### config.mk
export PLATFORM = sky130hd
export DESIGN_NAME = eth_rx_framer_flat
export DESIGN_NICKNAME = d
export VERILOG_FILES = /design/src/rtl/eth_rx_framer_if.sv /design/src/rtl/eth_rx_framer.sv /design/src/flat_wrapper.sv
export SDC_FILE = /design/constraint.sdc
export NUM_CORES = 1
export LEC_CHECK = 0
export BUFFER_PORTS_ARGS = -buffer_cell sky130_fd_sc_hd__buf_4
export CAP_MARGIN = 25
export CORE_MARGIN = 5
export CORE_UTILIZATION = 60
export CTS_CLUSTER_SIZE = 14
export DETAILED_ROUTE_END_ITERATION = 8
export HOLD_SLACK_MARGIN = 0.08
export PLACE_DENSITY = 0.8
export RECOVER_POWER = 100
export SYNTH_ARGS = -nofsm -noshare
export SYNTH_HDL_FRONTEND = slang
export SYNTH_SLANG_ARGS = --single-unit
### constraint.sdc
create_clock -name mii_clk -period 2.7 [get_ports mii_clk]
set_clock_uncertainty 0.15 [all_clocks]
set_input_delay 0.405 -clock mii_clk [delete_from_list [all_inputs] [get_ports mii_clk]]
set_output_delay 0.405 -clock mii_clk [all_outputs]
set_load 0.01 [all_outputs]
### src/rtl/eth_rx_framer_if.sv
// Signal bundle between the MII byte assembler, eth_rx_framer and the MAC receive logic.
interface eth_rx_framer_if;
   // Strobe semantics with no backpressure: byte_d counts only in a cycle with byte_rdy
   // high, out_data/out_sof only with out_valid high, and frame_good/frame_err_*/frame_len
   // only with frame_done high. There is no ready; the sink takes every strobe.
   logic        mii_en;
   logic        byte_rdy;
   logic [7:0]  byte_d;
   logic        out_valid;
   logic [7:0]  out_data;
   logic        out_sof;
   logic        frame_done;
   logic        frame_good;
   logic        frame_err_crc;
   logic        frame_err_len;
   logic [10:0] frame_len;
   logic [1:0]  dbg_state;

   modport master (
      output mii_en, byte_rdy, byte_d,
      input  out_valid, out_data, out_sof, frame_done, frame_good,
             frame_err_crc, frame_err_len, frame_len, dbg_state
   );

   modport slave (
      input  mii_en, byte_rdy, byte_d,
      output out_valid, out_data, out_sof, frame_done, frame_good,
             frame_err_crc, frame_err_len, frame_len, dbg_state
   );
endinterface

### src/rtl/eth_rx_framer.sv
// Ethernet receive framer: strips preamble/SFD, holds back the 4 FCS bytes through a
// delay line, and reports CRC-32 residue and length status at end of frame.
module eth_rx_framer #(
   parameter int MIN_LEN = 64,
   parameter int MAX_LEN = 1518
) (
   input logic           mii_clk,
   input logic           reset,
   eth_rx_framer_if.slave bus
);

   localparam logic [10:0] L_MIN       = 11'(MIN_LEN);
   localparam logic [10:0] L_MAX       = 11'(MAX_LEN);
   localparam logic [10:0] L_SAT       = 11'd2047;
   localparam logic [31:0] CRC_INIT    = 32'hFFFF_FFFF;
   localparam logic [31:0] CRC_RESIDUE = 32'hDEBB_20E3;

   typedef enum logic [1:0] {
      S_IDLE     = 2'd0,
      S_PREAMBLE = 2'd1,
      S_DATA     = 2'd2,
      S_DROP     = 2'd3
   } state_t;

   state_t      r_state;
   state_t      w_state_nxt;
   logic        w_eof;
   logic        w_sfd;
   logic        w_push;
   logic        w_done;
   logic [31:0] w_crc_nxt;
   logic        w_err_crc;
   logic        w_err_len;

   logic [31:0] r_crc;
   logic [10:0] r_len;
   logic [7:0]  r_dly [4];
   logic [2:0]  r_dly_cnt;
   logic        r_sof_pend;
   logic        r_out_valid;
   logic [7:0]  r_out_data;
   logic        r_out_sof;
   logic        r_frame_done;
   logic        r_frame_good;
   logic        r_err_crc;
   logic        r_err_len;
   logic [10:0] r_frame_len;

   // Reflected CRC-32, one byte per call, bit 0 of the byte first.
   function automatic logic [31:0] f_crc_byte(input logic [31:0] c, input logic [7:0] d);
      logic [31:0] x;
      x = c ^ {24'd0, d};
      for (int i = 0; i < 8; i++) begin
         x = x[0] ? ((x >> 1) ^ 32'hEDB8_8320) : (x >> 1);
      end
      return x;
   endfunction

   assign w_crc_nxt = f_crc_byte(r_crc, bus.byte_d);
   assign w_err_crc = (r_crc != CRC_RESIDUE);
   assign w_err_len = (r_len < L_MIN) || (r_len > L_MAX);
   // The assembler may strobe the last byte one cycle after mii_en falls, so the frame
   // only ends once both are low.
   assign w_eof     = !bus.mii_en && !bus.byte_rdy;

   always_ff @(posedge mii_clk) begin
      if (!reset) r_state <= S_IDLE;
      else        r_state <= w_state_nxt;
   end

   always_comb begin
      w_state_nxt = r_state;
      w_sfd       = 1'b0;
      w_push      = 1'b0;
      w_done      = 1'b0;
      case (r_state)
         S_IDLE: begin
            if (bus.byte_rdy) w_state_nxt = (bus.byte_d == 8'h55) ? S_PREAMBLE : S_DROP;
         end
         S_PREAMBLE: begin
            if (bus.byte_rdy) begin
               if (bus.byte_d == 8'hD5) begin
                  w_state_nxt = S_DATA;
                  w_sfd       = 1'b1;
               end else if (bus.byte_d != 8'h55) begin
                  w_state_nxt = S_DROP;
               end
            end else if (w_eof) begin
               w_state_nxt = S_IDLE;
            end
         end
         S_DATA: begin
            if (bus.byte_rdy) begin
               w_push = 1'b1;
            end else if (w_eof) begin
               w_done      = 1'b1;
               w_state_nxt = S_IDLE;
            end
         end
         S_DROP: begin
            if (w_eof) w_state_nxt = S_IDLE;
         end
         default: w_state_nxt = S_IDLE;
      endcase
   end

   always_ff @(posedge mii_clk) begin
      if (!reset) begin
         r_crc        <= CRC_INIT;
         r_len        <= '0;
         r_dly_cnt    <= '0;
         r_sof_pend   <= 1'b0;
         r_out_valid  <= 1'b0;
         r_out_data   <= '0;
         r_out_sof    <= 1'b0;
         r_frame_done <= 1'b0;
         r_frame_good <= 1'b0;
         r_err_crc    <= 1'b0;
         r_err_len    <= 1'b0;
         r_frame_len  <= '0;
         for (int i = 0; i < 4; i++) r_dly[i] <= '0;
      end else begin
         r_out_valid  <= 1'b0;
         r_out_sof    <= 1'b0;
         r_frame_done <= 1'b0;
         if (w_sfd) begin
            r_crc      <= CRC_INIT;
            r_len      <= '0;
            r_dly_cnt  <= '0;
            r_sof_pend <= 1'b1;
         end
         if (w_push) begin
            r_crc    <= w_crc_nxt;
            if (r_len != L_SAT) r_len <= r_len + 11'd1;
            r_dly[0] <= bus.byte_d;
            r_dly[1] <= r_dly[0];
            r_dly[2] <= r_dly[1];
            r_dly[3] <= r_dly[2];
            // A full line means the oldest byte can no longer be part of the FCS.
            if (r_dly_cnt == 3'd4) begin
               r_out_valid <= 1'b1;
               r_out_data  <= r_dly[3];
               r_out_sof   <= r_sof_pend;
               r_sof_pend  <= 1'b0;
            end else begin
               r_dly_cnt <= r_dly_cnt + 3'd1;
            end
         end
         if (w_done) begin
            r_frame_done <= 1'b1;
            r_err_crc    <= w_err_crc;
            r_err_len    <= w_err_len;
            r_frame_good <= !w_err_crc && !w_err_len;
            r_frame_len  <= r_len;
         end
      end
   end

   assign bus.out_valid     = r_out_valid;
   assign bus.out_data      = r_out_data;
   assign bus.out_sof       = r_out_sof;
   assign bus.frame_done    = r_frame_done;
   assign bus.frame_good    = r_frame_good;
   assign bus.frame_err_crc = r_err_crc;
   assign bus.frame_err_len = r_err_len;
   assign bus.frame_len     = r_frame_len;
   assign bus.dbg_state     = r_state;

endmodule

### src/flat_wrapper.sv
// flat-port wrapper written by rule: the top's interface ports become plain ports
module eth_rx_framer_flat 
#(
   parameter int MIN_LEN = 64,
   parameter int MAX_LEN = 1518
)
  (mii_clk, reset, bus_mii_en, bus_byte_rdy, bus_byte_d, bus_out_valid, bus_out_data, bus_out_sof, bus_frame_done, bus_frame_good, bus_frame_err_crc, bus_frame_err_len, bus_frame_len, bus_dbg_state);
  eth_rx_framer_if bus_i ();
  input logic mii_clk;
  input logic reset;
  input wire logic [$bits(bus_i.mii_en)-1:0] bus_mii_en;
  input wire logic [$bits(bus_i.byte_rdy)-1:0] bus_byte_rdy;
  input wire logic [$bits(bus_i.byte_d)-1:0] bus_byte_d;
  output wire logic [$bits(bus_i.out_valid)-1:0] bus_out_valid;
  output wire logic [$bits(bus_i.out_data)-1:0] bus_out_data;
  output wire logic [$bits(bus_i.out_sof)-1:0] bus_out_sof;
  output wire logic [$bits(bus_i.frame_done)-1:0] bus_frame_done;
  output wire logic [$bits(bus_i.frame_good)-1:0] bus_frame_good;
  output wire logic [$bits(bus_i.frame_err_crc)-1:0] bus_frame_err_crc;
  output wire logic [$bits(bus_i.frame_err_len)-1:0] bus_frame_err_len;
  output wire logic [$bits(bus_i.frame_len)-1:0] bus_frame_len;
  output wire logic [$bits(bus_i.dbg_state)-1:0] bus_dbg_state;
  assign bus_i.mii_en = bus_mii_en;
  assign bus_i.byte_rdy = bus_byte_rdy;
  assign bus_i.byte_d = bus_byte_d;
  assign bus_out_valid = bus_i.out_valid;
  assign bus_out_data = bus_i.out_data;
  assign bus_out_sof = bus_i.out_sof;
  assign bus_frame_done = bus_i.frame_done;
  assign bus_frame_good = bus_i.frame_good;
  assign bus_frame_err_crc = bus_i.frame_err_crc;
  assign bus_frame_err_len = bus_i.frame_err_len;
  assign bus_frame_len = bus_i.frame_len;
  assign bus_dbg_state = bus_i.dbg_state;
  eth_rx_framer #(.MIN_LEN(MIN_LEN), .MAX_LEN(MAX_LEN)) u_core (.mii_clk(mii_clk), .reset(reset), .bus(bus_i));
endmodule
# == Yosys cells after proc, flatten, opt, wreduce, memory -nomap -nowiden ==
# Memory sizes are Yosys's and may differ from the RTL's. A register that Yosys moved wholly into a read port is not among the register bits.
# Index checks and enable logic that the tools add are counted.
# totals
elab_cells,101
out_inout_bits,27
input_bits,12
n_memories,1
ramBits,32
regBits,66
# mem_list
memory,depth,width,read_ports,rd_clocked_by_memory_dff,write_ports,line,rtl
u_core.r_dly,4,8,4,1,4,eth_rx_framer.sv:37,logic [7:0] r_dly [4];
# classes
n_lt_le_gt_ge,2
n_addsub,2
eq_ne,12
n_reduce_logical,14
mux,45
bitwise,13
# op_table
cell,count
$mux 32,10
$not 13->14,8
$mux 11,3
$mux 8,4
$ne 32x32->1 const B,1
$xor 32x8->32,1
$mux 1,17
$mux 2,7
$add 11x1->11 const B,1
$gt 11x11->1 const B,1
$lt 11x7->1 const B,1
$ne 11x11->1 const B,1
$mux 3,3
$eq 8x7->1 const B,1
$eq 8x8->1 const B,1
$ne 8x7->1 const B,1
$pmux 2 s4,1
$reduce_and 3->1,2
$logic_not 1->1,5
$eq 2x2->1 const B,2
$ne 2x2->1 const B,2
$ne 4x2->1 const B,1
$or 1x1->1,4
$reduce_and 2->1,2
7 further kinds,8

# == Depth between registers and ports, before layout ==
# depth
depth_word,18
ltp_mapped,7
ltp_nobuf,7

# == Worst setup path before layout ==
# Ideal clock, no wire load.
# synth_timing
kind,reg2reg
from,register u_core.r_state[1] (netlist: u_core.bus.dbg_state[1])
to,"memory u_core.r_dly[0][0], enable pin"
arrival_time_ns,2.025
path_buffers,2
setup_slack_ns,0.135
period_less_slack_ns,2.565
required_time_ns,2.161
stages_incl_launch_ff,6
setup_time_ns,0.389
cell_sequence,dfxtp_1 nor2b_1 nand2_1 clkbuf_1 buf_1 nand2_1
# synth_rtl
item,line,rtl
"start, declared",eth_rx_framer.sv:25,state_t r_state;
"start signal, assigned",eth_rx_framer.sv:68,else r_state <= w_state_nxt;
"end, declared",eth_rx_framer.sv:37,

==> metrics.txt <==
Non-Filler Instances 632; ant diodes 0; clock network fraction of total power 27.7%; WP data arrival 2.38 ns; RSZ-0062 raised after global routing false; Startpoint Class flop; main flop type after synthesis dfxtp_1; global route overflow 0; largest net degree at the start of global routing 60; share of the synthesized area in the top cell type 29.57%; worst r2r src u_core.bus.dbg_state[1]$_SDFFE_PN0P_; Post-synth EDFFs 32; Max-cap violations 0; post-synth top area cell dfxtp_1; sequential fraction of the synthesis area 48.75%; worst hold start bus_byte_d[2]; Net Count, Synth 504; final worst path period share 84.99%; Die W 101.4 um; final WL 10480 um; IO Pins 39; switch share 29.66%; WHS Path Cells 2; Slowest-stage cell, CP clkbuf_1; Clock Sinks 106; share of layout cells above drive strength 1 9.108%; fin area 5483 sq um; Comb pwr share 21.9%; WHS 0.2160 ns; Nets 538; # hold bufs at CTS 0; Tmin final 2.295 ns; WP data required 2.79 ns; Hold WC Path Type primary input to flop; DR pass1 iterations 7; PwrDens 641.8 nW/um^2; Site Rows 33; H-tree lvl count 3; relative slew slack 25.55%; Post-Synthesis Cells 488; clock root buffer clkbuf_8; setup TNS 0 ns; Flop pwr share 50.4%; asr flop ratio synth 0%; CTS tree done; worst skew pair latency 0.38 ns; wire per inst 16.58 um; Mapped Area 5010 sq um; fmax 435.8 MHz; CTS Buffer Depth 2; post-synthesis register bit count 106; placed cell areas 5415 sq um; global-route wire length before repair 17260 um; Buf/Inv on CP 1; run status finished, final reports clean; violation count after the first detailed-route iteration 224; critical setup path kind flop to flop; Post-CTS Setup Repair Bufs 0; fin. max-slew vios 0; placed cells 616; Max FO, Critical Path 33; Area contributors post-synth dfxtp_1, edfxtp_1, xnor2_1; initial antenna violation count 0; NetSw 0.001044 W; # setup viols final 0; top cells by count, synth nand2_1, dfxtp_1, and3_1, xnor2_1, edfxtp_1; CP cell instances and3b_1 > clkbuf_1 > and3_1; Num CTS Buffers 9; Crit. Startpoint u_core.bus.dbg_state[1]$_SDFFE_PN0P_; Leak 2.111 nW; Worst Reg-to-Reg Cells 3; detailed-route via count 3689; Fillers 686; total number of yosys warnings 0; DIE AREA 10280 sq um; Resized Gates After CTS 0; initial core utilization 61.28%; vias per cell 5.837; Core Area 8175 sq um; Top delay family on crit path buffers and inverters; Layout area overhead 9.441%; DP HPWL 7098 um; Unique masters post-synth 51; Die H 101.4 um; Detail Route Antenna Nets 0; Final Hold Viols 0; slowest stage delay, CP 0.87 ns; VDD IR max 393.3 uV; GPL Wtd Cong 0.9092; WP depth 3; port buffer count 38; CTS clock-pin slew for the worst setup and hold paths 0.11 ns; crit path capture type flop; vias in the first global route 3514; top-count cell post-synth nand2_1; Internal Power 0.002475 W; Syn Area/Cell 10.27 sq um; All-Layer GR Usage 21.13%; worst-margin pin slew 1.117 ns; drc violations 0
## registers in the layout (all words and copies together), names as in the netlist
name / count
u_core.r_sof_pend: 1
u_core.bus.frame_err_crc: 1
u_core.r_dly_cnt: 3
u_core.r_len: 11
u_core.bus.frame_done: 1
u_core.bus.out_sof: 1
u_core.bus.dbg_state: 2
u_core.bus.out_data: 8
u_core.r_dly: 32
u_core.bus.frame_good: 1
u_core.bus.out_valid: 1
u_core.r_crc: 32
u_core.bus.frame_err_len: 1
u_core.bus.frame_len: 11
## power by group through the flow
stage               clock [W]  sequential [W]  combinational, W
CTS                  0.000998         0.00177          0.000778
global placement            0         0.00180          0.000754
detailed placement          0         0.00181          0.000773
floorplan                   0         0.00179          0.000619
finish               0.000975         0.00177          0.000770
global route          0.00106         0.00178          0.000823
## per-layer routing
metal | track usage, % | share of wire (%)
met1 | 28.37 | 44
met2 | 34.21 | 48
met3 | 2.961 | 5.9
met4 | 9.305 | 2.3
met5 | 0 | 0
## layout by cell type (no fill, tap or decap), types with 4 or more instances in the layout
master and count:
nand2_1 83, a31oi_1 5, clkbuf_1 30, xnor3_1 6, nor2_1 16, buf_4 18, inv_1 6, nand3_1 8
a21oi_1 5, ha_1 4, a21boi_0 25, edfxtp_1 32, a2bb2oi_1 4, and3_1 39, o21ai_1 5, xnor2_2 6
xor2_1 10, o21a_1 4, o21ai_0 9, clkbuf_8 9, dfxtp_1 74, o22ai_1 25, nand4_1 6, xnor2_1 40
nor3_1 4
## worst paths after layout
| check | end | slack (ns) |
|---|---|---|
| min | u_core.r_dly[0][2]$_SDFFCE_PN0P_ | 0.22 |
| max | u_core.r_dly[0][6]$_SDFFCE_PN0P_ | 0.41 |
| max reg2reg | u_core.r_dly[0][6]$_SDFFCE_PN0P_ | 0.41 |
| min reg2reg | u_core.bus.frame_good$_SDFFE_PN0P_ | 0.32 |
## cells by family (layout without fill, tap and decap cells)
group                    Yosys count  count (layout)  synth area share (%)
flip-flops                       106             106                 48.75
AO/OA/AOI/OAI                     95              95                 12.86
adder cells (fa/ha/maj)            4               4                0.9990
buffers and inverters             34              73                 2.622
AND/OR/NAND/NOR                  181             181                 18.16
XOR/XNOR                          68              68                 16.61
## through the flow
| stage | power [W] | util, % | setup slack, ns |
|---|---|---|---|
| global route | 0.003667 | 67.06 | 0.2055 |
| CTS | 0.003549 | 68.72 | 0.4567 |
| floorplan | 0.002413 | - | 0.1353 |
| finish | 0.003519 | 67.06 | 0.4053 |
| global placement | 0.002559 | 66.24 | 0.4493 |
| detailed placement | 0.002581 | 66.24 | 0.4169 |
## cell type report
type | instances | area (sq um) | area share (%)
Timing Repair Buffer | 51 | 262.8 | 4.792
Clock buffer | 9 | 123.9 | 2.259
Sequential cell | 106 | 2442 | 44.55
Tap cell | 105 | 131.4 | 2.396
Inverter | 6 | 22.52 | 0.4108
Multi-Input combinational cell | 348 | 2421 | 44.16
Clock inverter | 7 | 78.83 | 1.438
Power figures use the tool's default switching activity.
